### src/rtl/tri_dispatch.sv
// Round-robin triangle dispatcher to 4 raster units: decision-to-start 1 cycle, peak 1 launch / 2 cycles.
// Backpressure: holds tri_valid/tri_flush (no dequeue/ack) while en=0, no unit is free, or the frame drains.
module tri_dispatch #(
   parameter int NUM_UNITS = 4,
   parameter int CNT_W     = 16
) (
   input  logic                 clk,
   input  logic                 reset,
   input  logic                 en,
   input  logic                 tri_valid,
   input  logic                 tri_flush,
   input  logic [NUM_UNITS-1:0] unit_busy,
   output logic                 tri_dequeue,
   output logic [NUM_UNITS-1:0] unit_start,
   output logic                 flush_ack,
   output logic                 frame_done,
   output logic [CNT_W-1:0]     tri_count,
   output logic [CNT_W-1:0]     frame_tris,
   output logic [CNT_W-1:0]     stall_cycles,
   output logic [1:0]           state_dbg
);

   typedef enum logic [1:0] {
      IDLE   = 2'd0,
      LAUNCH = 2'd1,
      DRAIN  = 2'd2,
      DONE   = 2'd3
   } state_t;

   state_t               r_state;
   logic [1:0]           r_rr_ptr;
   logic [NUM_UNITS-1:0] r_pending;

   logic [NUM_UNITS-1:0] w_free;
   logic [NUM_UNITS-1:0] w_sel_oh;
   logic [1:0]           w_sel;
   logic [1:0]           w_idx;
   logic                 w_any_free;
   logic                 w_launch;
   logic                 w_stall;

   function automatic logic [CNT_W-1:0] sat_inc(input logic [CNT_W-1:0] v);
      return (&v) ? v : v + CNT_W'(1);
   endfunction

   // Scan from the highest offset down so the last hit is the first free unit at/after rr_ptr.
   always_comb begin
      w_free     = ~unit_busy & ~r_pending;
      w_any_free = |w_free;
      w_sel      = r_rr_ptr;
      w_idx      = r_rr_ptr;
      for (int i = NUM_UNITS - 1; i >= 0; i--) begin
         w_idx = r_rr_ptr + 2'(i);
         if (w_free[w_idx]) begin
            w_sel = w_idx;
         end
      end
      w_sel_oh = NUM_UNITS'(1) << w_sel;
      w_launch = en & tri_valid & w_any_free;
      w_stall  = en & tri_valid & ~w_any_free;
   end

   always_ff @(posedge clk) begin
      if (reset) begin
         r_state      <= IDLE;
         r_rr_ptr     <= 2'd0;
         r_pending    <= '0;
         tri_dequeue  <= 1'b0;
         unit_start   <= '0;
         flush_ack    <= 1'b0;
         frame_done   <= 1'b0;
         tri_count    <= '0;
         frame_tris   <= '0;
         stall_cycles <= '0;
      end else begin
         tri_dequeue <= 1'b0;
         unit_start  <= '0;
         flush_ack   <= 1'b0;
         frame_done  <= 1'b0;
         r_pending   <= '0;
         case (r_state)
            IDLE: begin
               if (w_launch) begin
                  unit_start  <= w_sel_oh;
                  r_pending   <= w_sel_oh;
                  tri_dequeue <= 1'b1;
                  r_rr_ptr    <= w_sel + 2'd1;
                  tri_count   <= sat_inc(tri_count);
                  r_state     <= LAUNCH;
               end else if (!tri_valid && tri_flush) begin
                  r_state <= DRAIN;
               end
               if (w_stall) begin
                  stall_cycles <= sat_inc(stall_cycles);
               end
            end
            LAUNCH: begin
               r_state <= IDLE;
            end
            // Pulses are registered on entry so they coincide with the DONE cycle.
            DRAIN: begin
               if (unit_busy == '0 && r_pending == '0) begin
                  frame_done <= 1'b1;
                  flush_ack  <= 1'b1;
                  frame_tris <= tri_count;
                  tri_count  <= '0;
                  r_state    <= DONE;
               end
            end
            DONE: begin
               r_state <= IDLE;
            end
            default: begin
               r_state <= IDLE;
            end
         endcase
      end
   end

   assign state_dbg = r_state;

endmodule

### config.mk
export PLATFORM = sky130hd
export DESIGN_NAME = tri_dispatch
export DESIGN_NICKNAME = d
export VERILOG_FILES = /design/src/rtl/tri_dispatch.sv
export SDC_FILE = /design/constraint.sdc
export NUM_CORES = 1
export LEC_CHECK = 0
export BUFFER_PORTS_ARGS = -buffer_cell sky130_fd_sc_hd__buf_2
export CORE_MARGIN = 2
export CORE_UTILIZATION = 57
export DETAILED_ROUTE_END_ITERATION = 10
export PLACE_DENSITY = 0.87
export SYNTH_ARGS = -nofsm -noshare
export SYNTH_HDL_FRONTEND = slang
export SYNTH_SLANG_ARGS = --single-unit
### constraint.sdc
create_clock -name clk -period 2.59 [get_ports clk]
set_input_delay 0.518 -clock clk [delete_from_list [all_inputs] [get_ports clk]]
set_output_delay 0.518 -clock clk [all_outputs]
set_load 0.05 [all_outputs]
==> impl_metrics.py <==
metrics = {
    "timing": {
        "fmax_ghz": 0.480,
        "hold_violations": 0,
        "setup_tns_ns": 0,
        "min_period_over_period_pct": 80.4,
        "worst_slew_pin_slew_ns": 0.614,
        "setup_violations": 0,
        "slew_viol_final": 0,
        "grt_setup_unrepaired": "false",
        "post-route-min-period_ns": 2.08,
        "max_slew_margin_pct": 58.9,
        "clock_skew_ns": 0.00642,
    },
    "global_routing": {
        "grt_pass1_wl_mm": 11.3,
        "grt_max_degree": 25,
        "overflow": 0,
        "grt_pass1_vias": 2513,
        "grt_use_total_pct": 27.2,
        "antenna_found_initial": 0,
    },
    "power_and_ir_drop": {
        "pwr_density_cell_nw_per_um2": 564,
        "power_leakage_nw": 1.39,
        "irDropWorstVdd_mv": 0.500,
        "power.total_mw": 1.85,
    },
    "clocking": {
        "post_cts_buffers": 0,
        "clk_pin_slew_ns": 0.07,
        "cts_buffers": 9,
        "clockRootBuffer": "clkbuf_8",
        "clockBufferDepth": 2,
        "cts.repair.resized": 0,
        "cts_max_level": 3,
        "cts_tree": "done",
        "insertion_delay_ns": 0.34,
        "cts_num_sinks": 58,
        "cts_hold_buf": 0,
    },
    "synth": {
        "synth-edff-count": 0,
        "synth_compound_area_share_pct": 19.0,
        "synthTopCellsByCount": "nand2_1, dfxtp_1, nor2_1, a21oi_1, nand3_1",
        "seq_area_frac_synth_pct": 42.2,
        "synth_nets": 341,
        "synth_adder_area_share_pct": 0.909,
        "synth_top_area_share_pct": 42.2,
        "synth_area_leaders": "dfxtp_1, nand2_1, a21oi_1",
        "async_reset_ff_share_pct": 0,
        "yosysMostFrequentCell": "nand2_1",
        "ys_warn_count": 0,
        "avgSynthCellArea_um2": 8.34,
        "synthMuxAreaShare_pct": 2.18,
        "synth_top_area_cell": "dfxtp_1",
        "syn_area_um2": 2750,
        "synth_simple_gate_area_share_pct": 28.4,
        "synth_top_family_by_area": "simple AND/OR/NAND/NOR gates",
        "syn_inst": 330,
        "synth-xor-area-share_pct": 4.14,
        "yosysUniqueCellTypes": 49,
        "ys_ff_latch": 58,
        "synthFlopType": "dfxtp_1",
    },
    "final_layout": {
        "fin_nets": 405,
        "diodes": 0,
        "drive_gt1_share_pct": 22.6,
        "area_delta_synth_final_pct": 19.4,
        "fill_cells": 391,
    },
    "min_path": {
        "hold_path.class": "register to register",
    },
    "drt": {
        "wl_per_cell_um": 15.0,
        "antenna_left": 0,
        "vias": 2740,
        "drt-initial-drc-count": 241,
        "wirelength_mm": 6.79,
        "via_per_inst": 6.06,
        "dr.pass1.iters": 5,
        "drc": 0,
    },
    "die": {
        "die_width_um": 73.5,
        "rows": 25,
        "pin_count": 66,
        "initial_core_util_pct": 58.7,
        "core_um2": 4690,
        "die_area_um2": 5400,
        "die_y_um": 73.5,
    },
    "setup_path": {
        "crit_fanout": 9,
        "endpoint_kind": "register",
        "start_kind": "register",
        "crit_type": "register to register",
        "required_ns": 2.86,
        "crit_arrival_ns": 2.35,
    },
    "placement": {
        "dp_hpwl_mm": 4.66,
        "io_buffer_count": 65,
        "place.gp.congestion": 0.924,
    },
    "run_status": {
        "status": "complete, no violations",
    },
    "flow_run": {
        "maxCapViolations": 0,
    },
}
==> per-layer routing <==
| layer | track usage, % | wire length [um] | up-vias |
|---|---|---|---|
| met1 | 32.8 | 2890 | 1258 |
| met2 | 44.5 | 3320 | 134 |
| li1 | - | - | 1328 |
| met5 | 0 | 0 | - |
| met4 | 12.1 | 148 | 0 |
| met3 | 8.09 | 428 | 20 |
==> cell families (layout without fill, tap and decap cells) <==
family                   Yosys count  count (layout)
AND/OR/NAND/NOR                  156             156
AO/OA/AOI/OAI                     76              76
flip-flops                        58              58
buffers and inverters             19              87
XOR/XNOR                          13              13
multiplexers                       6               6
adder cells (fa/ha/maj)            2               2
==> worst max-delay path, stage by stage (launching register included) <==
cell and delay, ns:
dfxtp_1 0.49, nand4_1 0.17, nor3_1 0.45, a31oi_1 0.31, o21ai_0 0.37, mux2i_1 0.22
==> registers in the layout (all words and copies together), names as in the netlist <==
register	flops
r_pending	4
frame_tris	16
tri_dequeue	1
r_rr_ptr	2
state_dbg	2
frame_done	1
tri_count	16
stall_cycles	16
==> layout by cell type (no fill, tap or decap), types with 5 or more instances in the layout <==
cell type and instances:
nand4_1 8, dfxtp_1 58, buf_4 5, a2111o_1 8, nor3_1 8, mux2i_1 6
nand3_1 17, nand2_1 61, nor2_1 28, o21ai_0 6, a211oi_1 5, or3_1 8
xnor2_1 9, a21oi_1 27, buf_2 65, o2111ai_1 7, clkbuf_8 10
==> cell type report <==
class                      count  area [um^2]  share of cell area, %
multi-input combinational    253         1500                   45.7
clock buffer                  12          145                   4.42
clock inverter                 3         40.0                   1.22
timing repair buffer          70          363                   11.0
sequential                    58         1160                   35.3
tap                           54         67.6                   2.06
inverter                       2         7.51                  0.228
==> power by group <==
group | internal, mW | switching, mW
logic | 0.0402 | 0.0920
registers | 0.900 | 0.0111
clock network | 0.462 | 0.349
==> through the flow <==
| step | utilization [%] | instances | cell area, um^2 | setup slack (ns) | hold WS [ns] |
|---|---|---|---|---|---|
| global placement | 66.1 | 437 | 3100 | 0.446 | 0.434 |
| detailed placement | 66.1 | 437 | 3100 | 0.360 | 0.443 |
| global route | 70.1 | 452 | 3290 | 0.382 | 0.473 |
| CTS | 70.1 | 452 | 3290 | 0.610 | 0.453 |
| floorplan | - | 330 | 2750 | 0.439 | 0.472 |
| finish | 70.1 | 452 | 3290 | 0.508 | 0.446 |
==> worst paths after layout <==
kind,slack (ns),end,start,cells past startpoint
hold / removal,0.45,frame_tris[1],frame_tris[1],2
setup / recovery,0.51,tri_count[2],tri_count[6],5
setup reg to reg,0.51,tri_count[2],tri_count[6],5
hold reg to reg,0.45,frame_tris[1],frame_tris[1],2
No activity file was read; power rests on OpenSTA's default activity.
